[src/rtl/pipeline_ctrl.sv]
// pipeline_ctrl: stall/flush sequencer for a 5-stage pipeline with a multi-cycle EX FSM and watchdog.
// Optional perf counters are enabled with `define PIPE_CTRL_PERF_EN.
module pipeline_ctrl #(
  parameter int MC_TIMEOUT = 64,
  parameter int CNT_W      = 32
) (
  input  logic clk_i,
  input  logic rst_ni,
  input  logic hazard_stall_i,
  input  logic branch_taken_i,
  input  logic mc_start_i,
  input  logic mc_done_i,
  input  logic imem_ready_i,
  input  logic dmem_req_i,
  input  logic dmem_ready_i,
  output logic pc_en_o,
  output logic ifid_en_o,
  output logic ifid_flush_o,
  output logic idex_en_o,
  output logic idex_flush_o,
  output logic exmem_en_o,
  output logic exmem_flush_o,
  output logic memwb_flush_o,
  output logic mc_busy_o,
  output logic mc_timeout_o
`ifdef PIPE_CTRL_PERF_EN
  ,
  output logic [CNT_W-1:0] stall_cycles_o,
  output logic [CNT_W-1:0] flush_events_o
`endif
);
  typedef enum logic [1:0] {RUN = 2'd0, MC_WAIT = 2'd1} state_t;
  localparam int WD_W = $clog2(MC_TIMEOUT) + 1;
  localparam logic [WD_W-1:0] WD_LAST = WD_W'(MC_TIMEOUT - 1);
  state_t          r_state;
  logic [WD_W-1:0] r_wd_cnt;
  logic w_dstall, w_in_mc, w_mc_stall, w_mc_abort, w_redirect, w_hazard, w_fmiss;
  assign w_dstall   = dmem_req_i & ~dmem_ready_i;
  assign w_in_mc    = r_state == MC_WAIT;
  assign w_mc_stall = ~w_dstall & ~mc_done_i & (w_in_mc ? (r_wd_cnt < WD_LAST) : mc_start_i);
  assign w_mc_abort = ~w_dstall & w_in_mc & ~mc_done_i & (r_wd_cnt >= WD_LAST);
  // The aborted op never resolves, so a branch flag seen during the abort is ignored.
  assign w_redirect = ~w_dstall & ~w_mc_stall & ~w_mc_abort & branch_taken_i;
  assign w_hazard   = ~w_dstall & ~w_mc_stall & ~w_redirect & hazard_stall_i;
  assign w_fmiss    = ~w_dstall & ~w_mc_stall & ~w_redirect & ~hazard_stall_i & ~imem_ready_i;
  assign pc_en_o       = ~(w_dstall | w_mc_stall | w_hazard | w_fmiss);
  assign ifid_en_o     = ~(w_dstall | w_mc_stall | w_hazard);
  assign ifid_flush_o  = w_redirect | w_fmiss;
  assign idex_en_o     = ~(w_dstall | w_mc_stall);
  assign idex_flush_o  = w_redirect | w_hazard;
  assign exmem_en_o    = ~w_dstall;
  assign exmem_flush_o = w_mc_stall | w_mc_abort;
  assign memwb_flush_o = w_dstall;
  assign mc_busy_o     = w_in_mc;
  assign mc_timeout_o  = w_mc_abort;
  always_ff @(posedge clk_i or negedge rst_ni)
    if (!rst_ni) begin
      r_state  <= RUN;
      r_wd_cnt <= '0;
    end else if (!w_dstall) begin
      r_state  <= w_mc_stall ? MC_WAIT : RUN;
      r_wd_cnt <= w_mc_stall ? (w_in_mc ? r_wd_cnt + WD_W'(1) : WD_W'(1)) : '0;
    end
`ifdef PIPE_CTRL_PERF_EN
  logic [CNT_W-1:0] r_stall_cnt, r_flush_cnt;
  always_ff @(posedge clk_i or negedge rst_ni)
    if (!rst_ni) begin
      r_stall_cnt <= '0;
      r_flush_cnt <= '0;
    end else begin
      r_stall_cnt <= (~pc_en_o & ~&r_stall_cnt) ? r_stall_cnt + CNT_W'(1) : r_stall_cnt;
      r_flush_cnt <= ((idex_flush_o | exmem_flush_o) & ~&r_flush_cnt) ? r_flush_cnt + CNT_W'(1) : r_flush_cnt;
    end
  assign stall_cycles_o = r_stall_cnt;
  assign flush_events_o = r_flush_cnt;
`endif
endmodule

[config.mk]
export PLATFORM = sky130hd
export DESIGN_NAME = pipeline_ctrl
export DESIGN_NICKNAME = d
export VERILOG_FILES = /design/src/rtl/pipeline_ctrl.sv
export SDC_FILE = /design/constraint.sdc
export NUM_CORES = 1
export LEC_CHECK = 0
export ABC_AREA = 1
export BUFFER_PORTS_ARGS = -buffer_cell sky130_fd_sc_hd__buf_4
export CAP_MARGIN = 20
export CELL_PAD_IN_SITES_DETAIL_PLACEMENT = 1
export CELL_PAD_IN_SITES_GLOBAL_PLACEMENT = 2
export CORE_MARGIN = 4
export CORE_UTILIZATION = 23
export DETAILED_ROUTE_END_ITERATION = 16
export PLACE_DENSITY_LB_ADDON = 0.3
export SLEW_MARGIN = 40
export SYNTH_ARGS = -nofsm -noshare
export SYNTH_HDL_FRONTEND = slang
export SYNTH_SLANG_ARGS = --single-unit
[constraint.sdc]
create_clock -name clk_i -period 1.2 [get_ports clk_i]
set_input_delay 0.06 -clock clk_i [delete_from_list [all_inputs] [get_ports clk_i]]
set_output_delay 0.06 -clock clk_i [all_outputs]
set_load 0.005 [all_outputs]
==> summary.txt, run 1 <==
Run status
  – Status: finished, violations left
  – Violated checks: negative setup slack

Power
  – LEAKAGE: 0.506 nW
  – Maximum vdd drop: between 400 and 500 uV
  – PwrDens: between 700 and 800 mW/mm2

Setup path
  – CP max FO: 4
  – Crit end category: output pin
  – WS Path Type: flip-flop to output pin
  – Required time of the critical path: ~1100 ps
  – Reg-to-reg setup timing slack: -170 ps
  – CP Launch Type: flip-flop
  – Delay of the slowest critical-path stage: 400 ps
  – Slowest-stage cell, CP: dfrtp_1
  – WP data arrival: around 1700 ps
  – Crit path cell chain: ha_2 -> nand2_2 -> inv_2 -> nand2_2 -> nand3_2 -> nand2_4 -> nand2_4 -> a21oi_4 -> nand2_1 -> inv_2 -> buf_6
  – Buf/Inv on CP: 3
  – Crit-path leading delay family: simple AND/OR/NAND/NOR gates

Flow run
  – Max Cap Violations: 0

Cells and area
  – # nets final: 122
  – Antenna Diode Count: 0
  – Layout cells sized above 1: approximately two thirds
  – Fillers: 279
  – Util after Layout: approximately 46%
  – Syn-to-layout area delta: 91.8%

Timing
  – Slew Limit Headroom: a little under three quarters
  – Setup_tns: -4110 ps
  – RSZ-0062 raised after global routing: true
  – Fin. Hold Viols: 0
  – Setup violations, final: 14
  – Final Critical Period: 1730 ps
  – Fin. max-slew vios: 0
  – Worst Skew: between 6 and 7 ps
  – Worst Setup Slack, final: -531 ps
  – Peak Freq: between 0.5 and 0.6 GHz
  – Fin crit share: 144%
  – Measured slew at the worst slew-check pin: ~430 ps

Die
  – Rows: 17
  – Die Span Y: between 50 and 60 um
  – Number of I/O pins: 19
  – CORE AREA: between 0.002 and 0.0025 mm2
  – Die Width: approximately 56 um
  – DIE AREA: ~0.0032 mm2
  – Initial Util: 24.1%

Global route
  – Met1 GRT Util: a little under an eighth
  – Overflow after GRT: 0
  – Initial antenna violation count: 0
  – First-pass GRT wire length: 2820 um
  – Tot GR Track Use: 11.7%
  – Vias in the first global route: between 600 and 700
  – Met2 Usage GRT: 20.7%
  – Largest net degree at the start of global routing: 9
  – Busiest layer in global routing: met2
  – Met3 usage: 3.02%

Detailed routing
  – Drt via density: 4.51
  – Detail Route Antenna Nets: 0
  – Post-DR wirelength/cell: between 10 and 15 um
  – WL final: around 1800 um
  – DRC viols: 0
  – DR vias: ~620
  – DRT Pass-1 Iters: 1
  – 1st-iter DRT viols: 0

Synth
  – Top area cells in the synthesized netlist: dfrtp_1 38%, nand2_1 8.5%, inv_1 7.7%, nand2_4 6.3%, o22ai_1 4.7%
  – Cell area after synthesis: 533 um2
  – Yosys warns: 0
  – Synth cell types: 22
  – Syn nets: 77
  – Number of synthesized register bits: 8
  – Syn Area/Cell: slightly below 8 um2
  – Leading area contributor after synthesis: dfrtp_1
  – Post-synthesis sequential area ratio: a little under two fifths
  – Synth top area share: a little under two fifths
  – Cells after synthesis: 67

Place
  – Port bufs: 18
  – Dpl ws: -216 ps
  – Final HPWL DP: 1270 um
  – GPL Wtd Cong: about 0.73

Clock network
  – CTS tree: done
  – CTS max path bufs: 2
  – Clk root buf: clkbuf_4
  – Insertion delay to the later sink of the worst-skew pair: approximately 260 ps
  – CTS Buf Count: 3
  – Clock slew at reported path FFs: approximately 60 ps
  – H-tree levels: 1
  – Clk sinks: 8

Hold path
  – Hold Path Class: input pin to flip-flop
==> layer usage <==
metal | wire length (um) | vias up
met5 | 0 | -
met4 | 51 | 0
met3 | 72 | 5
met2 | 956 | 14
met1 | 730 | 300
li1 | - | 304
==> cell usage after synthesis <==
cell,count
nor2_1,4
a21oi_1,1
nand2_4,3
nand3_1,3
xor2_1,2
o21ai_0,4
a21oi_4,1
nor2_2,2
nand2_2,3
a21oi_2,1
nor2_4,1
o21ai_1,1
ha_1,1
a31oi_1,1
clkinv_1,1
dfrtp_1,8
nand2_1,12
o22ai_1,4
o31ai_1,1
nor3_1,1
inv_1,11
o211ai_1,1
==> worst reg2reg max path: stages, from the launching register on <==
cell	delay, ps
dfrtp_1	380
nand2_1	90
nor2_2	150
nand2_2	90
nand2_2	80
nand2_4	70
buf_6	120
buf_6	120
o211ai_1	70
o21ai_1	90
==> sequential cells by signal (all words and copies together) (netlist names) <==
name	count
r_wd_cnt	7
r_state	1
==> worst paths after layout <==
path	from	cells after the start	end
max	r_wd_cnt[1]$_DFFE_PN0N_	11	pc_en_o
min	dmem_ready_i	4	r_wd_cnt[1]$_DFFE_PN0N_
max reg2reg	r_wd_cnt[1]$_DFFE_PN0N_	9	r_wd_cnt[0]$_DFFE_PN0N_
min reg2reg	r_wd_cnt[1]$_DFFE_PN0N_	2	r_wd_cnt[1]$_DFFE_PN0N_
max in group asynchronous	rst_ni	2	r_state[0]$_DFFE_PN0N_
min in group asynchronous	rst_ni	2	r_wd_cnt[4]$_DFFE_PN0N_
==> cells in the final DEF, fill, tap and decap left out, types with 2 or more instances in the layout <==
| cell | instances |
|---|---|
| nand2_4 | 5 |
| o22ai_2 | 2 |
| nor2_2 | 2 |
| nor2_4 | 2 |
| dfrtp_1 | 8 |
| nand2_1 | 7 |
| nand3_2 | 2 |
| nand2_2 | 5 |
| inv_2 | 4 |
| nor2_1 | 3 |
| buf_6 | 7 |
| inv_1 | 7 |
| o22ai_1 | 2 |
| a21oi_4 | 2 |
| clkbuf_4 | 3 |
| o21ai_2 | 2 |
| o21ai_1 | 3 |
| buf_4 | 32 |
==> power by group <==
part           switching [mW]  total [mW]  internal (mW)  leakage [nW]
combinational           0.137       0.285          0.148         0.383
clock                  0.0964       0.211          0.115        0.0138
sequential            0.00576       0.285          0.279         0.110
total                   0.239       0.781          0.542         0.506
==> final cells by class <==
type	count	area [um2]	share of cell area, %
Sequential cell	8	200	19.6
Inverter	12	45.0	4.41
Tap cell	28	35.0	3.43
Timing Repair Buffer	40	329	32.2
Multi-Input combinational cell	47	390	38.2
Clock buffer	3	22.5	2.20
==> repair_timing <==
action / in CTS / in global routing
gates resized for setup: 13 / 18
hold buffers: 1 / 0
hold endpoints to repair: 8 / 0
endpoints found under the setup margin: 13 / 15
pin swaps: 5 / 11
setup buffers: 5 / 6
==> kinds of logic after synthesis <==
family / share of synthesized area, %
DFF: 37.6
and+or+nand+nor: 29.3
adders and majority gates: 2.35
xor gates and xnor gates: 3.29
AOI/OAI and AO/OA: 19.0
buffers and inverters: 8.45
==> through the flow <==
stage,cells,power [mW],hold WS [ps],cell area (um2)
after global placement,128,0.498,-114,841
after detailed placement,128,0.499,-111,841
after global routing,138,0.830,114,1020
final,138,0.781,88.5,1020
after CTS,136,0.744,74.1,941
after floorplan,67,0.382,-236,558
Power figures use the tool's default switching activity.
==> run 2: changes to the inputs <==
--- a/config.mk
+++ b/config.mk
@@ -11,7 +11,8 @@
 export CELL_PAD_IN_SITES_DETAIL_PLACEMENT = 1
 export CELL_PAD_IN_SITES_GLOBAL_PLACEMENT = 2
 export CORE_MARGIN = 4
-export CORE_UTILIZATION = 23
+export CORE_UTILIZATION = 24
+export CTS_BUF_LIST = sky130_fd_sc_hd__clkbuf_4 sky130_fd_sc_hd__clkbuf_8
 export DETAILED_ROUTE_END_ITERATION = 16
 export PLACE_DENSITY_LB_ADDON = 0.3
 export SLEW_MARGIN = 40
==> run 2 against run 1 <==
Compared with the run above:
- the flow still finishes with violations (negative setup slack)
- hold slack lost 9.4 ps
- highest routed layer unchanged
- combinational power up 1%
- largest power group is now combinational logic
- first-iteration DRC count increased by 2
- largest cell class unchanged
- die area shrank 3.6%
==> summary.txt, run 2 (synthesis results as in run 1) <==
Cells and area
  – # nets final: 125 (+2.5%)
  – Most flops, register: r_wd_cnt
  – Fillers: 262 (-6.1%)
  – Regs by FF count: r_wd_cnt x7, r_state x1
  – Syn-to-layout area delta: 97.4%
  – Multi-input gate area: 395 um2 (+1.3%)
  – Largest register FFs: 7 (unchanged)
  – Commonest cells after routing, fill and taps aside: 34 x buf_4, 8 x inv_1, 8 x buf_6, 8 x dfrtp_1
  – Antenna Diode Count: 0 (unchanged)
  – Layout cells sized above 1: 68.1% (+2.7 points)
  – Commonest non-fill, non-tap cell in the layout: buf_4
  – Sequential Area: 200 um2 (unchanged)

Setup path
  – Slowest-stage cell, CP: dfrtp_1
  – Crit end category: output pin
  – Crit path cell chain: ha_2 -> nand2_2 -> inv_2 -> nand2_2 -> nand3_2 -> nand2_4 -> nand2_4 -> a21oi_4 -> nand2_2 -> inv_2 -> buf_6
  – CP max FO: 4 (unchanged)
  – Delay of the slowest critical-path stage: 400 ps (about the same)
  – Buf/Inv on CP: 3 (unchanged)
  – Reg-to-reg setup timing slack: -230 ps (-60 ps)
  – Crit-path leading delay family: simple AND/OR/NAND/NOR gates
  – WP data arrival: 1650 ps (-20 ps)
  – Required time of the critical path: 1140 ps (about the same)
  – WS Path Type: flip-flop to output pin
  – R2R cell count: 8 (-1)
  – Most used cell, CP: nand2_2
  – Worst R2R End: r_wd_cnt[4]$_DFFE_PN0N_
  – R2r startpoint: r_wd_cnt[1]$_DFFE_PN0N_
  – CP Launch Type: flip-flop

Clock network
  – Clock slew at reported path FFs: 60 ps (about the same)
  – Clk sinks: 8 (unchanged)
  – CTS max path bufs: 2 (unchanged)
  – Clk root buf: clkbuf_4
  – Insertion delay to the later sink of the worst-skew pair: 260 ps (about the same)
  – CTS tree: done
  – H-tree levels: 1 (unchanged)
  – CTS Buf Count: 3 (unchanged)

Place
  – GPL Wtd Cong: 0.713 (-2.5%)
  – Final HPWL DP: 1240 um (-2.5%)
  – Port bufs: 18 (unchanged)
  – Dpl ws: -261 ps (-45.2 ps)

Timing
  – Final Critical Period: 1710 ps (-20.0 ps)
  – Peak Freq: 0.584 GHz (+1.2%)
  – Worst Setup Slack, final: -511 ps (+20.0 ps)
  – RSZ-0062 raised after global routing: true
  – Fin crit share: 143% (-1.7 points)
  – Worst Skew: 7.75 ps (+0.847 ps)
  – Slew Limit Headroom: 75.6% (+4.5 points)
  – Hold Slack: 79.1 ps (-9.41 ps)
  – Fin. Hold Viols: 0 (unchanged)
  – Setup_tns: -3880 ps (+239 ps)
  – Fin. max-slew vios: 0 (unchanged)
  – Measured slew at the worst slew-check pin: 364 ps (-67.2 ps)
  – Setup violations, final: 14 (unchanged)

Power
  – Cell internal pwr: 0.542 mW (about the same)
  – Net switching power: 0.245 mW (+2.4%)
  – Combinational share of power: 36.8% (+0.3 points)
  – LEAKAGE: 0.522 nW (+3.1%)
  – Total Power: 0.787 mW (+0.79%)
  – Sequential share of power: 36.2% (-0.3 points)
  – Maximum vdd drop: 455 uV (-6.8%)
  – Sw frac: 31.1% (+0.50 points)
  – Clock network power share: 27.0% (about the same)
  – PwrDens: 748 mW/mm2 (-2.1%)

Global route
  – Initial antenna violation count: 0 (unchanged)
  – Vias in the first global route: 657 (-3.0%)
  – First-pass GRT wire length: 2770 um (-1.7%)
  – Overflow after GRT: 0 (unchanged)
  – Largest net degree at the start of global routing: 9 (unchanged)
  – Tot GR Track Use: 13.1% (+1.4 points)

Die
  – Die Width: 55.1 um (-1.8%)
  – Number of I/O pins: 19 (unchanged)
  – DIE AREA: 0.00304 mm2 (-3.6%)
  – Die Span Y: 55.1 um (-1.8%)
  – Initial Util: 26.1% (+2.0 points)
  – CORE AREA: 0.00204 mm2 (-7.7%)
  – Rows: 16 (-1)

Flow run
  – Max Cap Violations: 0 (unchanged)

Detailed routing
  – DRT Pass-1 Iters: 3 (+2)
  – WL final: 1920 um (+5.9%)
  – DR vias: 623 (unchanged)
  – DRC viols: 0 (unchanged)
  – Drt via density: 4.45 (-1.4%)
  – Post-DR wirelength/cell: 13.7 um (+4.4%)
  – 1st-iter DRT viols: 2 (+2)
  – Detail Route Antenna Nets: 0 (unchanged)

Hold path
  – Hold depth: 4 (unchanged)
  – Hold Path Origin: dmem_ready_i
  – Hold Path Class: input pin to flip-flop
  – Hold Path Sink: r_wd_cnt[1]$_DFFE_PN0N_

Run status
  – Violated checks: negative setup slack
  – Status: finished, violations left
[run 2: timing repair]
action | CTS | global route
buffers inserted | 9 | 7
pin swaps | 9 | 8
hold buffers | 1 | 0
endpoints found under the setup margin | 14 | 15
resized for setup | 17 | 17
endpoints found under the hold margin | 8 | 0
[run 2: stage by stage]
step	util, %	cells	cell area, um2
final	51.5	140	1050
after global routing	51.5	140	1050
after CTS	46.9	136	958
after detailed placement	40.4	125	825
after global placement	40.4	125	825
after floorplan	-	67	558
[run 2: power groups by stage]
| stage | Sequential, mW | Clock (mW) | Combinational, mW |
|---|---|---|---|
| floorplan | 0.288 | 0 | 0.0938 |
| global placement | 0.288 | 0 | 0.216 |
| detailed placement | 0.289 | 0 | 0.220 |
| CTS | 0.285 | 0.223 | 0.266 |
| global route | 0.286 | 0.242 | 0.312 |
| finish | 0.285 | 0.213 | 0.289 |
[run 2: how the worst max path moves through the flow]
stage	from	end	slack (ps)	cells after the start
after floorplan	r_wd_cnt[1]$_DFFE_PN0N_	pc_en_o	-80	10
after CTS	r_wd_cnt[1]$_DFFE_PN0N_	pc_en_o	-490	11
final	r_wd_cnt[1]$_DFFE_PN0N_	pc_en_o	-510	11
after detailed placement	r_wd_cnt[1]$_DFFE_PN0N_	pc_en_o	-260	11
after global routing	r_wd_cnt[1]$_DFFE_PN0N_	pc_en_o	-650	11
after global placement	r_wd_cnt[1]$_DFFE_PN0N_	pc_en_o	-240	11
[run 2: tightest hold or removal path: stages]
cell and delay [ps]:
buf_4 90, nor2_4 60, nand2_1 50, nand2_1 40
[run 2: cell type report]
class	count	area share [%]
tap	27	3.21
timing repair buffer	43	33.8
multi-input combinational	47	37.6
sequential	8	19.0
inverter	12	4.28
clock buffer	3	2.14
[run 2: routing by layer]
layer / track usage, % / vias to the layer above / wire length [um]
li1: - / 313 / -
met1: 15.7 / 293 / 871
met2: 21.3 / 15 / 944
met3: 5.63 / 2 / 87
met4: 3.64 / 0 / 13
met5: 0 / - / 0
==> run 3: changes to the inputs <==
--- a/config.mk
+++ b/config.mk
@@ -8,12 +8,10 @@
 export ABC_AREA = 1
 export BUFFER_PORTS_ARGS = -buffer_cell sky130_fd_sc_hd__buf_4
 export CAP_MARGIN = 20
-export CELL_PAD_IN_SITES_DETAIL_PLACEMENT = 1
-export CELL_PAD_IN_SITES_GLOBAL_PLACEMENT = 2
-export CORE_MARGIN = 4
-export CORE_UTILIZATION = 24
+export CORE_AREA = 4 4 41 43
 export CTS_BUF_LIST = sky130_fd_sc_hd__clkbuf_4 sky130_fd_sc_hd__clkbuf_8
 export DETAILED_ROUTE_END_ITERATION = 16
+export DIE_AREA = 0 0 45 47
 export PLACE_DENSITY_LB_ADDON = 0.3
 export SLEW_MARGIN = 40
 export SYNTH_ARGS = -nofsm -noshare
==> run 3 against run 2 <==
Compared with the run above:
- the flow still finishes with violations (negative setup slack)
- clock skew is 7.0 ps higher
- sequential power is essentially flat
- sequential share of layout area grew 1.1 points
- fmax grew 2.1%
- routed wire length shrank 8.0%
- hold slack improved by 29 ps
- flip-flop and latch count unchanged
- clock power barely moved
- critical path depth did not move
- die area fell by 30%
- via count is 0.80% higher
- critical endpoint unchanged
==> summary.txt, run 3 (synthesis results as in run 1) <==
Cells and area
  – Layout cells sized above 1: 59.3% (-8.8 points)
  – Largest register FFs: 7 (unchanged)
  – Final Non-Filler Cells: 128 (-8.6%)
  – Design Area, Final: 997 um2 (-5.2%)
  – Fillers: 98 (-63%)
  – Multi-input gate area: 355 um2 (-10%)
  – Regs by FF count: r_wd_cnt x7, r_state x1
  – Commonest cells after routing, fill and taps aside: 34 x buf_4, 9 x inv_1, 8 x buf_6, 8 x dfrtp_1, 7 x nand2_1
  – Commonest non-fill, non-tap cell in the layout: buf_4
  – Antenna Diode Count: 0 (unchanged)
  – # nets final: 125 (unchanged)
  – Most flops, register: r_wd_cnt
  – Sequential Area: 200 um2 (unchanged)
  – Syn-to-layout area delta: 87.1%
  – Util after Layout: 76.6% (+25 points)

Timing
  – Worst Setup Slack, final: -476 ps (+34.7 ps)
  – Final Critical Period: 1680 ps (-34.7 ps)
  – Fin crit share: 140% (-2.9 points)
  – Measured slew at the worst slew-check pin: 517 ps (+153 ps)
  – Fin. max-slew vios: 0 (unchanged)
  – Slew Limit Headroom: 65.4% (-10 points)
  – Worst Skew: 14.7 ps (+6.96 ps)
  – RSZ-0062 raised after global routing: true
  – Fin. Hold Viols: 0 (unchanged)
  – Setup violations, final: 13 (-1)
  – Peak Freq: 0.597 GHz (+2.1%)

Detailed routing
  – DR vias: 628 (+0.80%)
  – 1st-iter DRT viols: 24 (+22)
  – Post-DR wirelength/cell: 13.8 um (+0.59%)
  – Detail Route Antenna Nets: 0 (unchanged)
  – DRC viols: 0 (unchanged)
  – WL final: 1760 um (-8.0%)
  – Drt via density: 4.91 (+10%)
  – DRT Pass-1 Iters: 4 (+1)

Setup path
  – WS Path Type: flip-flop to output pin
  – Required time of the critical path: 1140 ps (about the same)
  – Crit end category: output pin
  – CP Launch Type: flip-flop
  – Critical Path Start: r_wd_cnt[1]$_DFFE_PN0N_
  – Crit path cell chain: ha_2 -> nand2_2 -> inv_2 -> nand2_2 -> nand3_2 -> nand2_4 -> nand2_4 -> a21oi_4 -> nand2_1 -> inv_1 -> buf_4
  – R2r startpoint: r_wd_cnt[1]$_DFFE_PN0N_
  – R2R cell count: 11 (+3)
  – WP data arrival: 1620 ps (-30 ps)
  – Reg-to-reg setup timing slack: -450 ps (-220 ps)
  – Slowest-stage cell, CP: dfrtp_1
  – CP max FO: 4 (unchanged)
  – Worst R2R End: r_wd_cnt[6]$_DFFE_PN0N_
  – Delay of the slowest critical-path stage: 400 ps (about the same)

Die
  – Number of I/O pins: 19 (unchanged)
  – DIE AREA: 0.00212 mm2 (-30%)
  – Die Span Y: 47 um (-15%)
  – Die Width: 45 um (-18%)
  – Initial Util: 41.0% (+15 points)
  – Rows: 13 (-3)
  – CORE AREA: 0.00130 mm2 (-36%)

Global route
  – Initial antenna violation count: 0 (unchanged)
  – Largest net degree at the start of global routing: 9 (unchanged)
  – Met3 usage: 5.75% (+0.12 points)
  – First-pass GRT wire length: 2680 um (-3.2%)
  – Met1 GRT Util: 22.9% (+7.2 points)
  – Tot GR Track Use: 18.0% (+4.9 points)
  – Vias in the first global route: 596 (-9.3%)
  – Overflow after GRT: 0 (unchanged)
  – Busiest layer in global routing: met2
  – Met2 Usage GRT: 31.1% (+9.8 points)

Power
  – Maximum vdd drop: 715 uV (+57%)
  – Total Power: 0.752 mW (-4.5%)
  – Sw frac: 30.7% (-0.47 points)
  – Clock network power share: 28.2% (+1.2 points)
  – Cell internal pwr: 0.521 mW (-3.8%)
  – Sequential share of power: 37.8% (+1.6 points)
  – PwrDens: 754 mW/mm2 (+0.81%)
  – LEAKAGE: 0.524 nW (+0.39%)
  – Combinational share of power: 33.9% (-2.9 points)
  – Net switching power: 0.231 mW (-5.9%)

Place
  – GPL Wtd Cong: 0.753 (+5.7%)
  – Final HPWL DP: 1080 um (-13%)
  – Port bufs: 18 (unchanged)
  – Post-DP Area: 802 um2 (-2.7%)
  – Placed Instances: 112 (-10%)
  – Dpl ws: -235 ps (+26.5 ps)

Hold path
  – Hold Path Class: input pin to flip-flop
  – Hold Path Sink: r_wd_cnt[2]$_DFFE_PN0N_
  – Hold depth: 4 (unchanged)
  – Hold Path Origin: dmem_ready_i

Clock network
  – Clk sinks: 8 (unchanged)
  – Clock slew at reported path FFs: 60 ps (about the same)
  – CTS Buf Count: 3 (unchanged)
  – Clk root buf: clkbuf_4
  – CTS tree: done
  – H-tree levels: 1 (unchanged)
  – Insertion delay to the later sink of the worst-skew pair: 260 ps (about the same)
  – CTS max path bufs: 2 (unchanged)

Run status
  – Status: finished, violations left
  – Violated checks: negative setup slack

Flow run
  – Max Cap Violations: 0 (unchanged)
-- run 3: cell counts in the layout (fill, tap and decap cells not counted) --
No cell type changed its count.
-- run 3: layout make-up --
cell class,instances,area share (%)
repair buffers,43,35.6
flip-flops and latches,8,20.1
multi-input cells,47,35.6
clock buffers,3,2.26
inverters,12,4.52
well taps,15,1.88
-- run 3: worst max path at each step --
| stage | depth (start not counted) | slack, ps | to |
|---|---|---|---|
| detailed placement | 11 | -230 | pc_en_o |
| global placement | 11 | -190 | pc_en_o |
| floorplan | 10 | -80 | pc_en_o |
| global route | 11 | -560 | pc_en_o |
| CTS | 11 | -460 | pc_en_o |
| finish | 11 | -480 | pc_en_o |
-- run 3: worst max-delay path: cells and delay by family (launching register included) --
family | cells | cell delay (ps)
flops | 1 | 400
fa+ha+maj | 1 | 190
compound gates | 1 | 130
simple gates | 6 | 440
buf+inv | 3 | 190
-- run 3: power groups by stage --
stage               registers, mW  logic [mW]  clock network [mW]
floorplan                   0.288      0.0938                   0
global placement            0.288       0.204                   0
detailed placement          0.288       0.208                   0
CTS                         0.285       0.235               0.216
global route                0.286       0.274               0.235
finish                      0.285       0.255               0.212
-- run 3: routing by layer --
metal	vias to the layer above	part of all wire (%)
li1	311	-
met1	291	43
met2	26	52
met3	0	5.8
met4	0	0
met5	-	0
-- run 3: stage by stage --
stage,hold slack [ps],setup TNS (ps)
after floorplan,-236,-77.6
after global placement,-116,-822
after detailed placement,-116,-1060
after CTS,99.1,-3300
after global routing,116,-4610
final,108,-3590
-- run 3: repair_timing --
action,4_1_cts,5_1_grt
pin swaps,8,1
endpoints found under the setup margin,13,15
hold buffers,1,0
hold endpoints to repair,8,0
buffers inserted,13,3
gates resized for setup,14,8
